<file path="config.mk">
export PLATFORM = sky130hd
export DESIGN_NAME = ball_mover
export DESIGN_NICKNAME = d
export VERILOG_FILES = /design/src/rtl/ball_mover.sv
export SDC_FILE = /design/constraint.sdc
export NUM_CORES = 1
export LEC_CHECK = 0
export ABC_CLOCK_PERIOD_IN_PS = 7600
export CORE_MARGIN = 1
export CORE_UTILIZATION = 64
export DETAILED_ROUTE_END_ITERATION = 10
export GPL_TIMING_DRIVEN = 1
export PLACE_DENSITY = 0.82
export SLEW_MARGIN = 20
export SYNTH_ARGS = -nofsm -noshare
export SYNTH_HDL_FRONTEND = slang
export SYNTH_SLANG_ARGS = --single-unit
</file>
<file path="constraint.sdc">
create_clock -name clk -period 7.6 [get_ports clk]
set_clock_uncertainty 0.15 [all_clocks]
set_input_delay 0.76 -clock clk [delete_from_list [all_inputs] [get_ports clk]]
set_output_delay 0.76 -clock clk [all_outputs]
set_load 0.03 [all_outputs]
</file>
<file path="src/rtl/ball_mover.sv">
// Bouncing-ball motion engine: spawns at a fixed point, falls under gravity,
// bounces off the floor and side walls once per frame, and freezes when popped.
module ball_mover #(
  parameter int INITIAL_X              = 280,
  parameter int INITIAL_Y              = 185,
  parameter int INITIAL_X_SPEED        = 64,
  parameter int INITIAL_Y_SPEED        = 0,
  parameter int GRAVITY                = 8,
  parameter int MAX_Y_SPEED            = 400,
  parameter int BOUNCE_SPEED           = 320,
  parameter int BALL_SIZE              = 32,
  parameter int FRAME_W                = 639,
  parameter int FRAME_H                = 479,
  parameter int FIXED_POINT_MULTIPLIER = 64
) (
  input  logic               clk,
  input  logic               reset,
  input  logic               startOfFrame,
  input  logic               available,
  input  logic               hit,
  output logic signed [10:0] topLeftX,
  output logic signed [10:0] topLeftY,
  output logic               ballVisible,
  output logic               popped,
  output logic [1:0]         debugState
);

  localparam int SHIFT = $clog2(FIXED_POINT_MULTIPLIER);

  localparam logic signed [31:0] SPAWN_X       = INITIAL_X * FIXED_POINT_MULTIPLIER;
  localparam logic signed [31:0] SPAWN_Y       = INITIAL_Y * FIXED_POINT_MULTIPLIER;
  localparam logic signed [31:0] SPAWN_XS      = INITIAL_X_SPEED;
  localparam logic signed [31:0] SPAWN_YS      = INITIAL_Y_SPEED;
  localparam logic signed [31:0] GRAVITY_S     = GRAVITY;
  localparam logic signed [31:0] MAX_YS        = MAX_Y_SPEED;
  localparam logic signed [31:0] BOUNCE_S      = BOUNCE_SPEED;
  localparam logic signed [31:0] SIZE_S        = BALL_SIZE;
  localparam logic signed [31:0] FRAME_W_S     = FRAME_W;
  localparam logic signed [31:0] FRAME_H_S     = FRAME_H;
  localparam logic signed [31:0] FLOOR_Y       = (FRAME_H - BALL_SIZE) * FIXED_POINT_MULTIPLIER;

  typedef enum logic [1:0] {
    IDLE   = 2'd0,
    MOVING = 2'd1,
    DEAD   = 2'd2
  } state_t;

  state_t             state, stateN;
  logic signed [31:0] xPos, yPos, xSpeed, ySpeed;
  logic signed [31:0] xPosN, yPosN, xSpeedN, ySpeedN;

  // Per-frame kinematics, evaluated every cycle and applied only on an update.
  logic signed [31:0] xPix, yPix, ySpeedInc, ySpeedUpd, xSpeedUpd, yBase;
  logic               floorHit, rightHit, leftHit;

  always_comb begin
    xPix      = xPos >>> SHIFT;
    yPix      = yPos >>> SHIFT;
    floorHit  = ((yPix + SIZE_S) >= FRAME_H_S) && (ySpeed > 0);
    rightHit  = ((xPix + SIZE_S) >= FRAME_W_S) && (xSpeed > 0);
    leftHit   = (xPos <= 0) && (xSpeed < 0);
    ySpeedInc = ySpeed + GRAVITY_S;
    if (floorHit) begin
      ySpeedUpd = -BOUNCE_S;
      yBase     = FLOOR_Y;
    end else begin
      ySpeedUpd = (ySpeedInc > MAX_YS) ? MAX_YS : ySpeedInc;
      yBase     = yPos;
    end
    xSpeedUpd = (rightHit || leftHit) ? -xSpeed : xSpeed;
  end

  always_ff @(posedge clk or posedge reset) begin
    if (reset) begin
      state  <= IDLE;
      xPos   <= SPAWN_X;
      yPos   <= SPAWN_Y;
      xSpeed <= SPAWN_XS;
      ySpeed <= SPAWN_YS;
    end else begin
      state  <= stateN;
      xPos   <= xPosN;
      yPos   <= yPosN;
      xSpeed <= xSpeedN;
      ySpeed <= ySpeedN;
    end
  end

  // Priority inside MOVING: hit, then loss of the slot, then the frame update.
  always_comb begin
    stateN  = state;
    xPosN   = xPos;
    yPosN   = yPos;
    xSpeedN = xSpeed;
    ySpeedN = ySpeed;
    case (state)
      IDLE: begin
        xPosN   = SPAWN_X;
        yPosN   = SPAWN_Y;
        xSpeedN = SPAWN_XS;
        ySpeedN = SPAWN_YS;
        if (available && startOfFrame) stateN = MOVING;
      end
      MOVING: begin
        if (hit) begin
          stateN = DEAD;
        end else if (!available) begin
          stateN  = IDLE;
          xPosN   = SPAWN_X;
          yPosN   = SPAWN_Y;
          xSpeedN = SPAWN_XS;
          ySpeedN = SPAWN_YS;
        end else if (startOfFrame) begin
          xSpeedN = xSpeedUpd;
          ySpeedN = ySpeedUpd;
          xPosN   = xPos + xSpeedUpd;
          yPosN   = yBase + ySpeedUpd;
        end
      end
      DEAD:    stateN = DEAD;
      default: stateN = IDLE;
    endcase
  end

  assign topLeftX    = xPos[SHIFT+10:SHIFT];
  assign topLeftY    = yPos[SHIFT+10:SHIFT];
  assign ballVisible = (state == MOVING);
  assign popped      = (state == MOVING) && hit;
  assign debugState  = state;

endmodule

</file>
; Yosys cells after proc, flatten, opt, wreduce, memory -nomap -nowiden
; Cells that the tools add are included.
[totals]
regBits = 130
elab_cells = 58
[classes]
reduce_logical = 10
n_lt_le_gt_ge = 7
mux = 24
addsub = 6
eq_ne = 6
[ops]
columns = op, n
row1 = 32-bit 2-to-1 mux, 16
row2 = 32-bit one-hot mux with 2 select lines, 4
row3 = 32-bit adder, 2
row4 = 32-bit by 1-bit > comparator with 1-bit output (second input constant), 2
row5 = 26-bit by 7-bit adder with 27-bit output (second input constant), 2
row6 = 32-bit by 5-bit adder with 32-bit output (second input constant), 1
row7 = 32-bit by 10-bit > comparator with 1-bit output (second input constant), 1
row8 = 32-bit by 1-bit less-or-equal comparator with 1-bit output (second input constant), 1
row9 = 32-bit by 1-bit less-than comparator with 1-bit output (second input constant), 1
row10 = 32-bit negator, 1
row11 = 27-bit by 10-bit greater-or-equal comparator with 1-bit output (second input constant), 1
row12 = 27-bit by 11-bit greater-or-equal comparator with 1-bit output (second input constant), 1
row13 = 2-bit 2-to-1 mux, 3
row14 = 3-bit != test (second input constant), 2
row15 = 2-bit one-hot mux with 3 select lines, 1
row16 = 1-bit logical AND, 5
row17 = 2-bit != test (second input constant), 2
row18 = 3-bit AND reduction, 1
row19 = 2-bit by 1-bit equality test with 1-bit output (second input constant), 1
row20 = 2-bit equality test (second input constant), 1
row21 = 2-bit logical NOT, 1
row22 = 2-bit AND reduction, 1
row23 = 2-bit nonzero test, 1
row24 = 1-bit logical OR, 1

; Longest topological paths before layout
; Gate-level depths: netlist of run 1.
[logic_depth]
ltp_word = 10
ltp_mapped = 23

; Worst setup path before layout of run 1
; No wires, ideal clock.
[synth_path]
path_kind = flip-flop to flip-flop
startpoint = register ySpeed[4]
endpoint = register yPos[30]
arrival_ns = 5.236
stages_incl_launch_ff = 23
slack_ns = 2.081
cell_sequence = dfrtp_1 ha_1 nand3_1 or3_1 buf_2 nor4_1 mux2i_1 o2111ai_1 o41a_4 nor2_1 and2_1 ha_1 inv_1 fa_1 nor2b_1 o31ai_1 a2111oi_0 o21a_1 o41ai_1 o31a_1 a31oi_1 xnor2_1 o21ai_0
[synth_via]
elab_chain_cells = 9
[synth_rtl]
columns = item, line
row1 = "start, declared", 49  ; logic signed [31:0] xPos, yPos, xSpeed, ySpeed;
row2 = "start signal, assigned", 85  ; ySpeed <= ySpeedN;
row3 = 32-bit by 5-bit adder with 32-bit output, 62  ; ySpeedInc = ySpeed + GRAVITY_S;
row4 = 32-bit by 10-bit > comparator with 1-bit output, 67  ; ySpeedUpd = (ySpeedInc > MAX_YS) ? MAX_YS : ySpeedInc;
row5 = 32-bit 2-to-1 mux, 67
row6 = 32-bit 2-to-1 mux, 63  ; if (floorHit) begin
row7 = 32-bit adder *, 117  ; yPosN = yBase + ySpeedUpd;
row8 = 32-bit 2-to-1 mux *, 113  ; end else if (startOfFrame) begin
row9 = 32-bit 2-to-1 mux *, 107  ; end else if (!available) begin
row10 = 32-bit 2-to-1 mux *, 105  ; if (hit) begin
row11 = 32-bit one-hot mux with 2 select lines *, 96  ; case (state)
row12 = "end signal, assigned", 83  ; yPos <= yPosN;
row13 = "end, declared", 49
; Every way passes the cells marked *; elsewhere a longest branch is shown, timed or not. The select of a mux whose other input is x is not followed.
; A chain may end at the register's enable or synchronous reset.

; Worst setup path in the final report of run 1
[layout_path]
startpoint = register ySpeed[3]
endpoint = register yPos[26]
; Same word-level chain as after synthesis.

==> results of run 1 <==
-- power by group through the flow --
stage               registers, mW  clock network, mW  logic, mW
floorplan                   0.700                  0     0.0105
CTS                         0.687              0.788     0.0185
detailed placement          0.699                  0     0.0186
global route                0.687              0.815     0.0206
finish                      0.687              0.783     0.0177
global placement            0.699                  0     0.0182
-- state kept, by name, indices dropped and copies added, names as in the netlist --
name        cells
xPos           32
yPos           32
ySpeed         32
xSpeed         31
debugState      2
-- placed cells by master, fill, tap and decap left out, types with 36 or more instances in the layout --
| cell | Yosys | routed |
|---|---|---|
| a31oi_1 | 47 | 47 |
| inv_1 | 51 | 50 |
| a21oi_1 | 76 | 76 |
| nand3_1 | 36 | 36 |
| nor3_1 | 37 | 37 |
| dfrtp_1 | 120 | 120 |
| ha_1 | 76 | 76 |
| xor2_1 | 50 | 50 |
| xnor2_1 | 68 | 68 |
| nand2_1 | 145 | 144 |
| nor2_1 | 96 | 96 |
| o21ai_0 | 108 | 108 |
-- layer usage --
metal,global-route usage,up-vias,part of all wire
met3,0.0574,95,0.053
met2,0.562,356,0.49
met4,0.173,0,0.037
met5,0,-,0
li1,-,5086,-
met1,0.391,5044,0.42
-- cell families after synthesis --
family / synth area share
xor+xnor: 0.0894
fa+ha+maj: 0.0840
buf+inv: 0.0646
mux: 0.00812
simple gates: 0.219
compound gates: 0.255
flops: 0.280
-- critical path, stage by stage, from the launching register on --
cell	delay (ns)
dfrtp_1	0.50
ha_1	0.34
nand3_1	0.13
or3_1	0.51
or3_1	0.45
nor3_1	0.26
xnor2_1	0.43
o41a_4	0.47
nor2_1	0.15
and2_1	0.20
ha_1	0.22
inv_1	0.08
fa_1	0.20
nor2b_1	0.07
o31ai_1	0.44
a2111oi_0	0.26
o21a_1	0.27
o41ai_1	0.71
o21ai_0	0.20
a21oi_1	0.21
xor2_1	0.17
o21ai_0	0.10
-- cell usage after synthesis (all sizes together) (19+ instances only) --
| cell | count | area [um^2] |
|---|---|---|
| xor2 | 50 | 438 |
| dfrtp | 120 | 3000 |
| nor3 | 39 | 205 |
| a21o | 29 | 218 |
| nand3 | 37 | 190 |
| clkbuf | 54 | 203 |
| ha | 76 | 951 |
| buf | 50 | 353 |
| xnor2 | 68 | 596 |
| or3 | 19 | 129 |
| nand4 | 23 | 169 |
| inv | 51 | 191 |
| o21ai | 131 | 667 |
| a21oi | 76 | 380 |
| nor2 | 96 | 360 |
| and2 | 35 | 219 |
| nand2 | 145 | 544 |
| nor4 | 23 | 163 |
| a31oi | 47 | 294 |
| o31a | 20 | 175 |
-- area by class of cell --
class,count,share of cell area
flip-flops and latches,129,0.265
well taps,225,0.0230
repair buffers,38,0.0295
clock buffers,22,0.0372
inverters,51,0.0161
multi-input cells,1141,0.622
clock inverters,10,0.00747
-- worst paths after layout --
| check | slack [ns] | end | from |
|---|---|---|---|
| max | 0.96 | yPos[26]$_DFFE_PP0P_ | ySpeed[3]$_DFFE_PP0P_ |
| min in group asynchronous | 0.61 | xPos[8]$_DFFE_PP0P_ | reset |
| max in group asynchronous | 5.32 | ySpeed[20]$_DFFE_PP0P_ | reset |
| min | 0.33 | xSpeed[28]$_DFFE_PP0P_ | xSpeed[28]$_DFFE_PP0P_ |
| min reg2reg | 0.33 | xSpeed[28]$_DFFE_PP0P_ | xSpeed[28]$_DFFE_PP0P_ |
| max reg2reg | 0.96 | yPos[26]$_DFFE_PP0P_ | ySpeed[3]$_DFFE_PP0P_ |
-- stage by stage --
stage	total power, mW	utilization
2_1_floorplan	0.710	-
6_report	1.49	0.699
4_1_cts	1.49	0.699
3_3_place_gp	0.718	0.668
3_5_place_dp	0.718	0.668
5_1_grt	1.52	0.699
==> flow_summary.toml, run 1 <==
[power_and_ir_drop]
p_sw_uw = 342
power_density_nw_per_um2 = 122
peakVddDrop_v = 0.000167
pwr-share-clk = 0.526
switching_share = 0.230
comb_power_share = 0.012
p_seq_frac = 0.462
p_int_mw = 1.15
p_leak_nw = 5.21

[drt]
wl_per_cell_um = 18.4
ant_nets = 0
route.detailed.drc = 0
drtIter0Drc = 684
routed_wl_um = 29700
viasPerCell = 6.55
vias = 10581
firstDrtPassIters = 5

[logic_synthesis]
synth_edf_count = 0
yosys.cell_types.count = 83
yosysWarnings = 0
avgSynthCellArea_um2 = 8.11
netlist_instances = 1425
syn_area_um2 = 11600
ys_ff_latch = 129
syn_nets = 1507
async_flop_share = 1.00
ys_seq_area_frac = 0.280
yosys_most_used_dff = "dfrtp_1"

[finish]
multi_input_area_um2 = 7600
final-instance-count-excl-fill = 1616
fillCellCount = 1414
syn_to_final_growth_pct = 5.73
drive_gt1_frac = 0.0625
nets = 1460
fin_area_um2 = 12200
regArea_um2 = 3240
n_antenna_cell = 0

[clocking]
ctsResizeCount = 0
cts_num_sinks = 129
path_clk_slew_ns = 0.06
cts_buffer_depth = 2
root_buffer = "clkbuf_16"
cts_buffers = 17
insertion_delay_ns = 0.44
cts_tree = "done"
cts_setup_buffers = 0
cts-hold-fix-buffers = 0
htreeDepth = 4

[global_route]
grt_first_pass_wirelength_um = 48100
overflow = 0
grt_pass1_vias = 10055
grt_usage = 0.328
grt_max_degree = 73
antenna_found_initial = 0

[die]
boundaryPins = 31
initial_core_util = 0.662
num_rows = 48
die_width_um = 136
die_y_um = 136
core_area_um2 = 17500
dieArea_um2 = 18600

[timing]
finalHoldViolCount = 0
rsz0062_at_grt = "no"
worstMarginPinSlew_ns = 1.14
layout_setup_ws_ns = 0.961
tns_ns = 0
slew_headroom = 0.242
min_period_ns = 6.64
fmax_ghz = 0.151
holdWs_ns = 0.326
finalCritPeriodShare = 0.874
setup_viol = 0
maxSlewViolCount = 0

[placement]
placed_cells = 1584
gp_congestion = 0.943
place_ws_ns = 1.03
portBuffers = 30
dp_hpwl_um = 20600
place_area_um2 = 11700

[job]
drv_cap = 0

[critical_path]
startpoint_type = "flip-flop"
r2r_cells = 21
critPathMaxFanout = 26
required_ns = 7.75
crit_type = "flip-flop to flip-flop"
critPathArrivalTime_ns = 6.79
worstSetupEndpointType = "flip-flop"

[worst_hold_path]
whs_path_depth = 1
hp-class = "flip-flop to flip-flop"

[outcome]
outcome = "finished clean"
Power figures use the tool's default switching activity.
==> run 2: changes to the inputs <==
Settings changed: CORE_UTILIZATION 64 to 29, PLACE_DENSITY 0.82 to not set, REMOVE_ABC_BUFFERS set to 1.
==> run 2 against run 1 <==
Setup slack got worse by 0.26 ns. Routed wire length increased by 5.2%. Critical path depth unchanged. Combinational power about the same. Power decreased by 1.3%. Sequential cell count unchanged. Utilization decreased by 38 points. Clock power decreased by 3%. Fmax decreased by 3.7%. Sequential power about the same. Non-clock buffer count increased by 1. Largest cell class unchanged.
==> flow_summary.toml, run 2 (synthesized netlist as in run 1, its figures left out) <==
[critical_path]
worstSetupEndpointType = "flip-flop"
reg2reg_to = "yPos[30]$_DFFE_PP0P_"
startpoint = "ySpeed[3]$_DFFE_PP0P_"
critPathBufInv = 1
reg2reg_from = "ySpeed[3]$_DFFE_PP0P_"
crit_top_cell = "ha_1"
crit_chain = "ha_1, nand3_1, or3_1, nor4_1, mux2i_1, o2111ai_1, o41a_4, nor2_1, and2_1, ha_1, inv_1, fa_1, nor2b_1, o31ai_1, a2111oi_0, o21a_1, o41ai_1, o31a_1, a31oi_1, xnor2_1, o21ai_0"
crit_end = "yPos[30]$_DFFE_PP0P_"
path_depth = 21
startpoint_type = "flip-flop"
critPathMaxFanout = 26
critPathArrivalTime_ns = 7.02
cp_slowest_cell = "a2111oi_0"
r2r_cells = 21
slowest_delay_ns = 0.77
crit_type = "flip-flop to flip-flop"
rrSetupSlack_ns = 0.71
required_ns = 7.73
path_delay_family = "compound AO/OA/AOI/OAI gates"

[drt]
wl_per_cell_um = 16.4
routed_wl_um = 31300
ant_nets = 0
vias = 10284
route.detailed.drc = 0
firstDrtPassIters = 5
drtIter0Drc = 826
viasPerCell = 5.39

[global_route]
grt_max_degree = 81
grt_usage = 0.155
overflow = 0
grt_pass1_vias = 9777
grt_first_pass_wirelength_um = 51900
antenna_found_initial = 1

[die]
num_rows = 72
dieArea_um2 = 40700
die_width_um = 202
initial_core_util = 0.296
boundaryPins = 31
core_area_um2 = 39000
die_y_um = 202

[finish]
n_antenna_cell = 0
drive_gt1_frac = 0.0647
top_regs = "xPos: 32 flops, yPos: 32 flops, ySpeed: 32 flops"
layout_common_cells = "nand2_1 (144), dfrtp_1 (120), o21ai_0 (108)"
final_common_cell = "nand2_1"
fillCellCount = 4071
syn_to_final_growth_pct = 8.83
nets = 1461

[timing]
layout_setup_ws_ns = 0.705
finalHoldViolCount = 0
worstMarginPinSlew_ns = 1.03
slew_headroom = 0.313
finalCritPeriodShare = 0.907
setup_viol = 0
rsz0062_at_grt = "no"
fmax_ghz = 0.145
min_period_ns = 6.89
tns_ns = 0
maxSlewViolCount = 0

[clocking]
ctsResizeCount = 0
insertion_delay_ns = 0.43
cts_buffers = 17
cts_setup_buffers = 0
cts_buffer_depth = 2
cts_tree = "done"
cts-hold-fix-buffers = 0
path_clk_slew_ns = 0.06
cts_num_sinks = 129
htreeDepth = 4
root_buffer = "clkbuf_16"

[worst_hold_path]
hp-class = "flip-flop to flip-flop"

[placement]
portBuffers = 30
dp_hpwl_um = 22100
place_ws_ns = 0.768
gp_congestion = 0.935

[power_and_ir_drop]
p_leak_nw = 5.22
finalPower_mw = 1.47
power_density_nw_per_um2 = 117
peakVddDrop_v = 0.000104

[outcome]
outcome = "finished clean"

[job]
drv_cap = 0
-- run 2: cell types whose count changed in the layout (fill, tap and decap cells not counted), moves of 2 or more --
cell | previous run | this run
clkinv_4 | 1 | 4
inv_6 | 1 | 3
clkbuf_1 | 4 | 1
clkinvlp_4 | 5 | 2
-- run 2: metrics by stage --
stage	hold slack [ns]	area [um^2]	std cells	utilization
floorplan	0.287	11000	1321	-
global placement	0.308	12100	1878	0.309
detailed placement	0.312	12100	1878	0.309
CTS	0.328	12600	1909	0.323
global route	0.352	12600	1909	0.323
finish	0.321	12600	1909	0.323
-- run 2: worst register-to-register path, stage by stage (launching register included) --
cell and delay (ns):
dfrtp_1 0.49, ha_1 0.32, nand3_1 0.14, or3_1 0.52
nor4_1 0.60, mux2i_1 0.29, o2111ai_1 0.17, o41a_4 0.62
nor2_1 0.31, and2_1 0.19, ha_1 0.19, inv_1 0.07
fa_1 0.40, nor2b_1 0.16, o31ai_1 0.14, a2111oi_0 0.77
o21a_1 0.24, o41ai_1 0.17, o31a_1 0.37, a31oi_1 0.22
xnor2_1 0.13, o21ai_0 0.08
-- run 2: cell type report --
type / instances / area [um^2] / share of cell area
inverters: 51 / 196 / 0.0156
clock buffers: 19 / 443 / 0.0352
flip-flops and latches: 129 / 3240 / 0.257
multi-input cells: 1141 / 7600 / 0.604
repair buffers: 39 / 368 / 0.0292
clock inverters: 12 / 87.6 / 0.00696
well taps: 518 / 648 / 0.0515
-- run 2: how the worst min path moves through the flow --
stage / startpoint / end / slack (ns) / depth (start not counted)
6_report: xSpeed[28]$_DFFE_PP0P_ / xSpeed[28]$_DFFE_PP0P_ / 0.32 / 1
5_1_grt: yPos[2]$_DFFE_PP0P_ / yPos[2]$_DFFE_PP0P_ / 0.35 / 2
4_1_cts: xSpeed[28]$_DFFE_PP0P_ / xSpeed[28]$_DFFE_PP0P_ / 0.33 / 1
3_5_place_dp: xSpeed[28]$_DFFE_PP0P_ / xSpeed[28]$_DFFE_PP0P_ / 0.31 / 1
3_3_place_gp: yPos[5]$_DFFE_PP0P_ / yPos[5]$_DFFE_PP0P_ / 0.31 / 2
2_1_floorplan: xSpeed[28]$_DFFE_PP0P_ / xSpeed[28]$_DFFE_PP0P_ / 0.29 / 1
-- run 2: power by group --
part           total (mW)  internal (mW)  switching (mW)
combinational      0.0178        0.00258          0.0152
clock               0.763          0.425           0.339
sequential          0.687          0.687               0
total                1.47           1.11           0.354
-- run 2: routing by layer --
layer	up-vias	share of wire	track usage
li1	5094	-	-
met1	4968	0.49	0.217
met2	202	0.46	0.252
met3	20	0.038	0.0214
met4	0	0.0084	0.0357
met5	-	0	0
==> run 3: changes to the inputs <==
Settings changed: CORE_ASPECT_RATIO set to 0.75, GPL_TIMING_DRIVEN 1 to not set, RECOVER_POWER set to 100.
==> run 3 against run 2 <==
The flow now finishes with violations (max-capacitance violations, max-slew violations). Clock-buffer cell count shrank 1. Combinational power down 2%. Non-clock buffer count grew 2. Utilization up 0.18 points. Clock power up 6.4%. Fmax rose by 2.2%. Power rose by 3.3%. Largest power group unchanged.
==> flow_summary.toml, run 3 (synthesized netlist as in run 1, its figures left out) <==
[outcome]
outcome = "finished with violations"
violations = "max-capacitance violations, max-slew violations"

[timing]
tns_ns = 0
slew_headroom = -1.12
layout_setup_ws_ns = 0.854
setup_viol = 0
maxSlewViolCount = 255
finalCritPeriodShare = 0.888
finalHoldViolCount = 0
worstMarginPinSlew_ns = 3.17
fmax_ghz = 0.148
rsz0062_at_grt = "no"
min_period_ns = 6.75

[clocking]
root_buffer = "clkbuf_16"
cts_setup_buffers = 0
htreeDepth = 4
cts_buffer_depth = 2
cts_tree = "done"
cts_buffers = 17
cts_num_sinks = 129
path_clk_slew_ns = 0.07
cts-hold-fix-buffers = 0
ctsResizeCount = 0
insertion_delay_ns = 0.45

[finish]
final_common_cell = "nand2_1"
drive_gt1_frac = 0.0617
multi_input_area_um2 = 7580
top_regs = "xPos: 32 flops, yPos: 32 flops, ySpeed: 32 flops"
fin_area_um2 = 12600
syn_to_final_growth_pct = 8.82
nets = 1463
regArea_um2 = 3240
n_antenna_cell = 0
fillCellCount = 4049
layout_common_cells = "nand2_1 (144), o21ai_0 (120), dfrtp_1 (120)"

[drt]
vias = 10542
wl_per_cell_um = 17.5
ant_nets = 0
routed_wl_um = 33300
route.detailed.drc = 0
drtIter0Drc = 988
firstDrtPassIters = 5
viasPerCell = 5.53

[placement]
place_ws_ns = 0.961
dp_hpwl_um = 23900
gp_congestion = 0.897
place_area_um2 = 12100
portBuffers = 30

[global_route]
grt_pass1_vias = 9698
antenna_found_initial = 1
grt_usage = 0.168
grt_first_pass_wirelength_um = 54400
overflow = 0
grt_max_degree = 72

[die]
die_y_um = 175
boundaryPins = 31
core_area_um2 = 38800
die_width_um = 233
num_rows = 62
initial_core_util = 0.298
dieArea_um2 = 40700

[critical_path]
reg2reg_from = "ySpeed[3]$_DFFE_PP0P_"
cp_slowest_cell = "o41ai_1"
crit_chain = "ha_1, nand3_1, or3_1, nor4_1, mux2i_1, o2111ai_1, o41a_4, nor2_1, and2_0, ha_1, nor2b_1, o31ai_1, a2111oi_0, buf_4, o21a_1, o41ai_1, o31a_1, nand3_1, nor3b_1, a21o_1"
reg2reg_to = "yPos[28]$_DFFE_PP0P_"
worstSetupEndpointType = "flip-flop"
rrSetupSlack_ns = 0.85
crit_type = "flip-flop to flip-flop"
required_ns = 7.79
slowest_delay_ns = 0.70
critPathArrivalTime_ns = 6.93
r2r_cells = 20
startpoint_type = "flip-flop"
critPathMaxFanout = 26

[job]
drv_cap = 5

[power_and_ir_drop]
comb_power_share = 0.011
p_sw_uw = 374
power_density_nw_per_um2 = 121
p_seq_frac = 0.453
pwr-share-clk = 0.535
finalPower_mw = 1.52
p_leak_nw = 5.27
p_int_mw = 1.14
switching_share = 0.247
peakVddDrop_v = 0.000119

[worst_hold_path]
worstHoldStart = "yPos[3]$_DFFE_PP0P_"
hold_end = "yPos[3]$_DFFE_PP0P_"
whs_path_depth = 2
hp-class = "flip-flop to flip-flop"
run 3: cell types whose count changed in the layout (fill, tap and decap cells not counted), sizes merged:
cell / previous run / this run
clkinvlp: 2 / 6
clkbuf: 19 / 21
clkinv: 8 / 3
bufinv: 0 / 1
inv: 53 / 55
clkdlybuf4s50: 30 / 1
dlygate4sd3: 0 / 29
buf: 9 / 8
run 3: per-stage QoR:
stage               hold WS (ns)  instances   util
floorplan                  0.287       1321      -
global placement           0.308       1874  0.311
detailed placement         0.322       1874  0.311
CTS                        0.336       1906  0.325
global route               0.347       1906  0.324
finish                     0.329       1906  0.324
run 3: cell type report:
| class | count | area share |
|---|---|---|
| Clock buffer | 18 | 0.0341 |
| Multi-Input combinational cell | 1141 | 0.602 |
| Sequential cell | 129 | 0.257 |
| Timing Repair Buffer | 41 | 0.0296 |
| Tap cell | 512 | 0.0509 |
| Clock inverter | 14 | 0.0103 |
| Inverter | 51 | 0.0153 |
run 3: power by group through the flow:
stage | clock network, mW | logic [mW] | registers, mW
after floorplan | 0 | 0.0105 | 0.700
after global placement | 0 | 0.0197 | 0.699
after detailed placement | 0 | 0.0199 | 0.699
after CTS | 0.827 | 0.0200 | 0.687
after global routing | 0.858 | 0.0207 | 0.687
final | 0.812 | 0.0174 | 0.687
run 3: metal layers:
metal	up-vias	wire (um)	track usage
met5	-	13	0
met4	2	420	0.0414
met3	26	1920	0.0308
met2	308	13400	0.232
met1	5105	17500	0.263
li1	5101	-	-
run 3: critical path, delay by kind of cell, from the launching register on:
family	cells	cell delay, ns
mux	1	0.24
compound gates	8	2.88
fa+ha+maj	2	0.64
buf+inv	1	0.20
simple gates	8	2.00
flops	1	0.50
run 3: worst max-delay path by stage:
stage,startpoint,to,slack [ns],cells past startpoint
detailed placement,ySpeed[3]$_DFFE_PP0P_,yPos[28]$_DFFE_PP0P_,0.96,20
floorplan,yPos[11]$_DFFE_PP1P_,yPos[28]$_DFFE_PP0P_,0.02,18
global route,ySpeed[3]$_DFFE_PP0P_,yPos[26]$_DFFE_PP0P_,0.45,20
finish,ySpeed[3]$_DFFE_PP0P_,yPos[28]$_DFFE_PP0P_,0.85,20
global placement,ySpeed[3]$_DFFE_PP0P_,yPos[26]$_DFFE_PP0P_,1.16,20
CTS,ySpeed[3]$_DFFE_PP0P_,yPos[28]$_DFFE_PP0P_,0.94,20
